**src/rtl/stopwatch_ctrl_pkg.sv**
```systemverilog
// Shared types and constants for the stopwatch controller.
// Holds the FSM state type, BCD digit geometry and the decade increment helper.
package stopwatch_ctrl_pkg;

    localparam int DIGIT_W = 4;
    localparam int DIGIT_N = 4;
    localparam logic [DIGIT_W-1:0] BCD_MAX = 4'd9;

    typedef enum logic [1:0] {
        S_IDLE,
        S_RUN,
        S_PAUSE,
        S_DONE
    } sw_state_e;

    function automatic logic [DIGIT_W-1:0] bcd_inc(
        input logic [DIGIT_W-1:0] v
    );
        return (v == BCD_MAX) ? '0 : v + 1'b1;
    endfunction

endpackage

```
**src/rtl/stopwatch_ctrl_bcd_digit.sv**
```systemverilog
// One BCD decade: counts 0..9 when en is high, carry out on 9 -> 0.
// Ports: clk, clr_n (sync active-low clear), en, q (digit), co (carry out).
module bcd_digit
    import stopwatch_ctrl_pkg::*;
(
    input  logic               clk,
    input  logic               clr_n,
    input  logic               en,
    output logic [DIGIT_W-1:0] q,
    output logic               co
);

    logic [DIGIT_W-1:0] q_q;
    logic [DIGIT_W-1:0] q_d;

    always_comb begin
        q_d = q_q;
        if (en) begin
            q_d = bcd_inc(q_q);
        end
    end

    always_ff @(posedge clk) begin
        if (!clr_n) begin
            q_q <= '0;
        end else begin
            q_q <= q_d;
        end
    end

    assign q  = q_q;
    // Carry is combinational so the whole ripple settles in one cycle.
    assign co = en && (q_q == BCD_MAX);

endmodule

```
**src/rtl/stopwatch_ctrl.sv**
```systemverilog
// Stopwatch controller: 00.00..99.99 BCD counter, run/pause FSM, limit stop, alarm.
// Ports: fclk, reset (sync active-low), tick, key_ss, key_clr, limit_en, limit,
//        digits, running, done, wrap, alarm.
module stopwatch_ctrl
    import stopwatch_ctrl_pkg::*;
#(
    parameter int ALARM_CYCLES = 8
) (
    input  logic        fclk,
    input  logic        reset,
    input  logic        tick,
    input  logic        key_ss,
    input  logic        key_clr,
    input  logic        limit_en,
    input  logic [15:0] limit,
    output logic [15:0] digits,
    output logic        running,
    output logic        done,
    output logic        wrap,
    output logic        alarm
);

    localparam logic [7:0] ALARM_LOAD = 8'(ALARM_CYCLES);

    sw_state_e state_q, state_d;
    logic [7:0] acnt_q, acnt_d;
    logic running_q, running_d;
    logic done_q, done_d;
    logic wrap_q, wrap_d;
    logic alarm_q, alarm_d;

    logic [DIGIT_N-1:0] en;
    logic [DIGIT_N-1:0] co;
    logic [DIGIT_N*DIGIT_W-1:0] cur;
    logic [DIGIT_N*DIGIT_W-1:0] nxt;
    logic inc;
    logic hit;
    logic clr_n;

    // key_clr suppresses the increment so it wins over a coincident tick.
    assign inc   = (state_q == S_RUN) && tick && !key_clr;
    assign clr_n = reset && !key_clr;
    assign en    = {co[DIGIT_N-2:0], inc};

    for (genvar i = 0; i < DIGIT_N; i++) begin : g_dec
        bcd_digit u_digit (
            .clk   (fclk),
            .clr_n (clr_n),
            .en    (en[i]),
            .q     (cur[i*DIGIT_W +: DIGIT_W]),
            .co    (co[i])
        );
        // Value the counter will hold after this edge, used by the compare.
        assign nxt[i*DIGIT_W +: DIGIT_W] = en[i]
            ? bcd_inc(cur[i*DIGIT_W +: DIGIT_W])
            : cur[i*DIGIT_W +: DIGIT_W];
    end

    // nxt is always valid BCD, so a limit with a nibble above 9 never matches.
    assign hit = limit_en && inc && (nxt == limit);

    always_comb begin
        state_d = state_q;
        acnt_d  = acnt_q;
        if (key_clr) begin
            state_d = S_IDLE;
            acnt_d  = '0;
        end else begin
            unique case (state_q)
                S_IDLE:  if (key_ss) state_d = S_RUN;
                S_RUN: begin
                    if (hit) begin
                        state_d = S_DONE;
                    end else if (key_ss) begin
                        state_d = S_PAUSE;
                    end
                end
                S_PAUSE: if (key_ss) state_d = S_RUN;
                S_DONE:  state_d = S_DONE;
                default: state_d = S_IDLE;
            endcase
            if (hit) begin
                acnt_d = ALARM_LOAD;
            end else if (acnt_q != '0) begin
                acnt_d = acnt_q - 1'b1;
            end
        end
        running_d = (state_d == S_RUN);
        done_d    = (state_d == S_DONE);
        wrap_d    = co[DIGIT_N-1];
        alarm_d   = (acnt_d != '0);
    end

    always_ff @(posedge fclk) begin
        if (!reset) begin
            state_q   <= S_IDLE;
            acnt_q    <= '0;
            running_q <= 1'b0;
            done_q    <= 1'b0;
            wrap_q    <= 1'b0;
            alarm_q   <= 1'b0;
        end else begin
            state_q   <= state_d;
            acnt_q    <= acnt_d;
            running_q <= running_d;
            done_q    <= done_d;
            wrap_q    <= wrap_d;
            alarm_q   <= alarm_d;
        end
    end

    assign digits  = cur;
    assign running = running_q;
    assign done    = done_q;
    assign wrap    = wrap_q;
    assign alarm   = alarm_q;

endmodule
```
**config.mk**
```make
export PLATFORM = sky130hd
export DESIGN_NAME = stopwatch_ctrl
export DESIGN_NICKNAME = d
export VERILOG_FILES = /design/src/rtl/stopwatch_ctrl_pkg.sv /design/src/rtl/stopwatch_ctrl_bcd_digit.sv /design/src/rtl/stopwatch_ctrl.sv
export SDC_FILE = /design/constraint.sdc
export NUM_CORES = 1
export LEC_CHECK = 0
export CAP_MARGIN = 20
export CELL_PAD_IN_SITES_DETAIL_PLACEMENT = 1
export CELL_PAD_IN_SITES_GLOBAL_PLACEMENT = 1
export CORE_ASPECT_RATIO = 1.5
export CORE_MARGIN = 1
export CORE_UTILIZATION = 39
export CTS_CLUSTER_DIAMETER = 150
export DETAILED_ROUTE_END_ITERATION = 10
export GPL_TIMING_DRIVEN = 1
export PLACE_DENSITY = 0.81
export SYNTH_ARGS = -nofsm -noshare
export SYNTH_HDL_FRONTEND = slang
export SYNTH_SLANG_ARGS = --single-unit
```
**constraint.sdc**
```tcl
create_clock -name fclk -period 3.2 [get_ports fclk]
set_input_delay 0.32 -clock fclk [delete_from_list [all_inputs] [get_ports fclk]]
set_output_delay 0.32 -clock fclk [all_outputs]
set_load 0.02 [all_outputs]
```
# [After elaboration in Yosys (flattened, before gate mapping)]
# Index checks and enable logic that the tools add are counted.
[totals] output_inout_bits=20 reg_bits=30 elab_cells=55
[op_classes] add_sub_neg=5 reduce_logical=14 eq_ne=10 n_mux=16
[op_table] operator="$mux W4" n=8
[op_table] operator="$mux W8" n=3
[op_table] operator="$add A4 B1 Y4 const B" n=4
[op_table] operator="$eq A16 B16 Y1" n=1
[op_table] operator="$eq A4 B4 Y1 const B" n=4
[op_table] operator="$reduce_bool A8 Y1" n=2
[op_table] operator="$logic_and A1 B1 Y1" n=9
[op_table] operator="$mux W2" n=4
[op_table] operator="$sub A8 B1 Y8 const B" n=1
[op_table] operator="$eq A2 B2 Y1 const B" n=3
[op_table] operator="$pmux W2 S3" n=1
[op_table] operator="$eq A2 B1 Y1 const B" n=2
[op_table] operator="$logic_not A2 Y1" n=1
[op_table] operator="$reduce_or A2 Y1" n=1
[op_table] operator="$logic_not A1 Y1" n=1

# [Logic depth before layout (Yosys ltp)]
[depth] word_depth=13 ltp_mapped=11 ltp_nobuf=9

# [By module]
# Synthesis repeated with hierarchy kept, for this count alone.
[hier_totals] hier_cells=246 area_unflattened_um2=2037.0
[by_module_without_submodules] module="stopwatch_ctrl" instances=1 area_each_um2=1271.2 cells_per_inst=166
[by_module_without_submodules] module="bcd_digit" instances=4 area_each_um2=191.4 cells_per_inst=20

# [Worst setup path before layout]
# Ideal clock, no wire load.
[synth_timing] path_kind="flip-flop to flip-flop" startpoint="register g_dec[0].u_digit.q_q[0]" endpoint="register done_q, in the netlist done" setup_time_ps=59 slack_ps=574 stages_incl_launch_ff=10 arrival_ps=2567 t_required_ps=3141 path_cell_list="dfxtp_1 ha_1 nand3b_1 nor4_1 mux2i_1 xnor2_2 a2111oi_2 and4_1 buf_6 o211a_1"
[synth_via] elab_chain_len=11
[synth_rtl] element="start: declaration" line_no="stopwatch_ctrl_bcd_digit.sv:13" source="logic [DIGIT_W-1:0] q_q;"
[synth_rtl] element="start signal: assignment" line_no="stopwatch_ctrl_bcd_digit.sv:27" source="q_q <= q_d;"
[synth_rtl] element="parallel branches: the longest is 5 deep, another holds $add A4 B1 Y4"
[synth_rtl] element="$eq A16 B16 Y1 (*)" line_no="stopwatch_ctrl.sv:60" source="assign hit = limit_en && inc && (nxt == limit);"
[synth_rtl] element="$logic_and A1 B1 Y1 (*)" line_no="stopwatch_ctrl.sv:60"
[synth_rtl] element="$mux W2 (*)" line_no="stopwatch_ctrl.sv:72" source="if (hit) begin"
[synth_rtl] element="$pmux W2 S3 (*)" line_no="stopwatch_ctrl.sv:69" source="unique case (state_q)"
[synth_rtl] element="$mux W2 (*)" line_no="stopwatch_ctrl.sv:65" source="if (key_clr) begin"
[synth_rtl] element="$eq A2 B2 Y1 (*)" line_no="stopwatch_ctrl.sv:89" source="done_d = (state_d == S_DONE);"
[synth_rtl] element="end signal: assignment" line_no="stopwatch_ctrl.sv:106" source="done_q <= done_d;"
[synth_rtl] element="end: declaration" line_no="stopwatch_ctrl.sv:28" source="logic done_q, done_d;"
# Every way passes the cells marked *.
# A chain may end at the register's enable or synchronous reset.

# [Worst setup path in the final report]
[layout_timing] startpoint="register g_dec[1].u_digit.q_q[1]" endpoint="register acnt_q[6]"
[layout_via] elab_chain_len=8
[layout_rtl] element="start: declaration" line_no="stopwatch_ctrl_bcd_digit.sv:13"
[layout_rtl] element="start signal: assignment" line_no="stopwatch_ctrl_bcd_digit.sv:27"
[layout_rtl] element="parallel branches: the longest is 4 deep, another holds $add A4 B1 Y4"
[layout_rtl] element="$eq A16 B16 Y1 (*)" line_no="stopwatch_ctrl.sv:60"
[layout_rtl] element="$logic_and A1 B1 Y1 (*)" line_no="stopwatch_ctrl.sv:60"
[layout_rtl] element="$mux W8 (*)" line_no="stopwatch_ctrl.sv:82" source="if (hit) begin"
[layout_rtl] element="$mux W8 (*)" line_no="stopwatch_ctrl.sv:65"
[layout_rtl] element="end signal: assignment" line_no="stopwatch_ctrl.sv:104" source="acnt_q <= acnt_d;"
[layout_rtl] element="end: declaration" line_no="stopwatch_ctrl.sv:26" source="logic [7:0] acnt_q, acnt_d;"
# Marked as above.

==> flow_summary.yaml <==
status:
  outcome: "completed"
worst_setup_path:
  crit_arrival_ns: 2.99
  startpoint_type: "register"
  worstPathRequired_ns: 3.35
  cp-end-kind: "register"
  timing_worst_setup_path_type: "reg -> reg"
  critPathMaxFanout: 10
global_route:
  track_usage_pct: 25.8
  grt_first_pass_wirelength_microns: 12100
  grt_max_degree: 18
  grt_pass1_vias: 2462
  antenna_found_initial: 0
  grt_remaining_overflow: 0
floorplan:
  die_x_microns: 64.2
  rows: 33
  io_pins: 42
  die_h_microns: 95.3
  core-area_sq_um: 5530
  die_area_sq_um: 6120
  initial_core_util_pct: 40.9
run:
  cap_violations: 0
placed_design:
  dp.cells: 384
  hpwl_microns: 5640
  gp_routability_congestion: 0.866
  io_buffers: 41
sta:
  worst_pin_slew_ns: 0.548
  fin_crit_ns: 2.84
  setup_viol: 0
  fin_skew_ns: 0.00657
  max_slew_margin_pct: 63.2
  timing.final.crit_share_pct: 88.7
  hold_violations: 0
  rsz0062_at_grt: "false"
  max_freq_mhz: 352
  slew_violations: 0
yosys:
  ys_seq_elements: 30
  yosysTopAreaCell: "dfxtp_1"
  yosys_warnings: 0
  synth_top_family_by_area: "simple AND/OR/NAND/NOR gates"
  synthArstFlopShare_pct: 0
  avgSynthCellArea_sq_um: 8.24
  yosys-top-cells-area: "dfxtp_1 (27%), ha_1 (5.5%), nor2_1 (4.3%)"
  netlist_area_sq_um: 2260
  synth_edf_count: 0
  syn-num-nets: 307
  yosys_most_used_dff: "dfxtp_1"
  synth_xor_area_share_pct: 5.75
  synth.distinct_cells: 71
  yosys.area_share.simple_pct: 35.1
  synth_mux_area_share_pct: 2.27
  synthAdderAreaFrac_pct: 5.52
  synthCells: 275
  synth-compound-area-share_pct: 19.9
  synth_top_cell_area_share_pct: 26.5
  yosysSeqAreaShare_pct: 26.5
cells_and_area:
  multiInputGateArea_sq_um: 1560
  final-seq-area_sq_um: 601
  drive_gt1_share_pct: 9.66
  finalNetCount: 353
  fin_cells: 391
  final_common_cell: "clkdlybuf4s50_1"
  area_growth_pct: 28.0
  mostFrequentLayoutCells: "clkdlybuf4s50_1 (41), dfxtp_1 (30), nor2_1 (26)"
  diodes: 0
  fillers: 676
drt:
  routedWlPerCell_microns: 18.7
  totalWireLength_microns: 7330
  vias_per_cell: 5.99
  drcViolationCount: 0
  drt_iter0_markers: 136
  num_vias: 2342
  first_pass_iters: 4
  ant_nets: 0
clock_network:
  path_clk_slew_ns: 0.07
  hold_buffers: 0
  numCtsBuffers: 5
  cts_root_buffer: "clkbuf_8"
  cts_tree: "done"
  cts.sinks: 30
  cts_htree_levels: 2
  clockBufferDepth: 2
  clk_latency_ns: 0.28
power:
  cellLeakagePower_nw: 1.08
  power.total_mw: 1.29
  peakVddDrop_uv: 546
  power.density_nw_per_um2: 445
worst_hold_path:
  hp-class: "reg -> reg"
-- registers in the layout, summed over array words and instances (netlist names) --
name / flops
acnt_q: 8
alarm: 1
done: 1
g_dec.u_digit.q: 16
running: 1
state_q: 2
wrap: 1
-- critical path, cell delays in order (launching register included) --
cell	delay, ns
dfxtp_1	0.36
inv_1	0.08
ha_1	0.18
nand3b_1	0.35
nor4_2	0.39
mux2i_1	0.39
xnor2_2	0.13
a2111oi_2	0.32
and4_2	0.41
nor4_1	0.09
-- path summary, 6_finish.rpt --
path                         startpoint         to  slack (ns)  cells past startpoint
setup / recovery  g_dec[1].u_digit.q[1]  acnt_q[6]        0.36                      9
hold / removal               state_q[0]       done        0.52                      1
setup reg to reg  g_dec[1].u_digit.q[1]  acnt_q[6]        0.36                      9
hold reg to reg              state_q[0]       done        0.52                      1
-- Yosys cell counts (all sizes together), types with 5 or more instances --
cell type	number
a21oi	11
buf	7
clkbuf	6
dfxtp	30
ha	10
inv	11
nand2	18
nand3	9
nor2	26
nor2b	5
nor3	8
nor4	16
o21ai	12
xnor2	8
xor2	6
-- per-stage QoR --
step | hold slack, ns | cell area (sq um) | TNS [ns] | util [%] | worst slack (ns)
finish | 0.524 | 2900 | 0 | 52.4 | 0.362
detailed placement | 0.520 | 2780 | -0.273 | 50.2 | -0.0374
floorplan | 0.466 | 2260 | 0 | - | 0.574
global placement | 0.509 | 2780 | 0 | 50.2 | 0.0872
CTS | 0.525 | 2890 | 0 | 52.2 | 0.185
global route | 0.547 | 2900 | 0 | 52.4 | 0.0715
-- layout make-up --
cell class              count  area share, %
multi-input cells         221           53.9
flip-flops and latches     30           20.7
repair buffers             52           17.0
well taps                  70           3.02
clock buffers               6           2.85
inverters                  11           1.42
clock inverters             1           1.04
-- cell families (layout without fill, tap and decap cells) --
group                    Yosys count  in the layout
AND/OR/NAND/NOR                  130            130
AO/OA/AOI/OAI                     62             62
flip-flops                        30             30
buffers and inverters             24             70
XOR/XNOR                          14             14
adder cells (fa/ha/maj)           10             10
multiplexers                       5              5
-- where the power goes --
| part | switching, mW | internal (mW) | leakage [nW] |
|---|---|---|---|
| sequential | 0.0431 | 0.410 | 0.243 |
| clock | 0.153 | 0.249 | 0.0573 |
| combinational | 0.244 | 0.191 | 0.785 |
| total | 0.440 | 0.850 | 1.08 |
-- per-layer routing --
| metal | vias to the layer above | global-route usage [%] | wire length, microns | share of wire (%) |
|---|---|---|---|---|
| met3 | 26 | 3.59 | 234 | 3.2 |
| met2 | 69 | 46.6 | 3760 | 51 |
| met1 | 1123 | 29.2 | 2990 | 41 |
| li1 | 1124 | - | - | - |
| met4 | 0 | 13.3 | 341 | 4.7 |
| met5 | - | 0 | 0 | 0 |
-- repair_timing --
action / in CTS / in global routing
setup endpoints to repair: 0 / 12
endpoints found under the hold margin: 0 / 0
gates resized for setup: 0 / 4
buffers inserted: 0 / 0
Note: power is estimated with default switching activity, not from simulation.
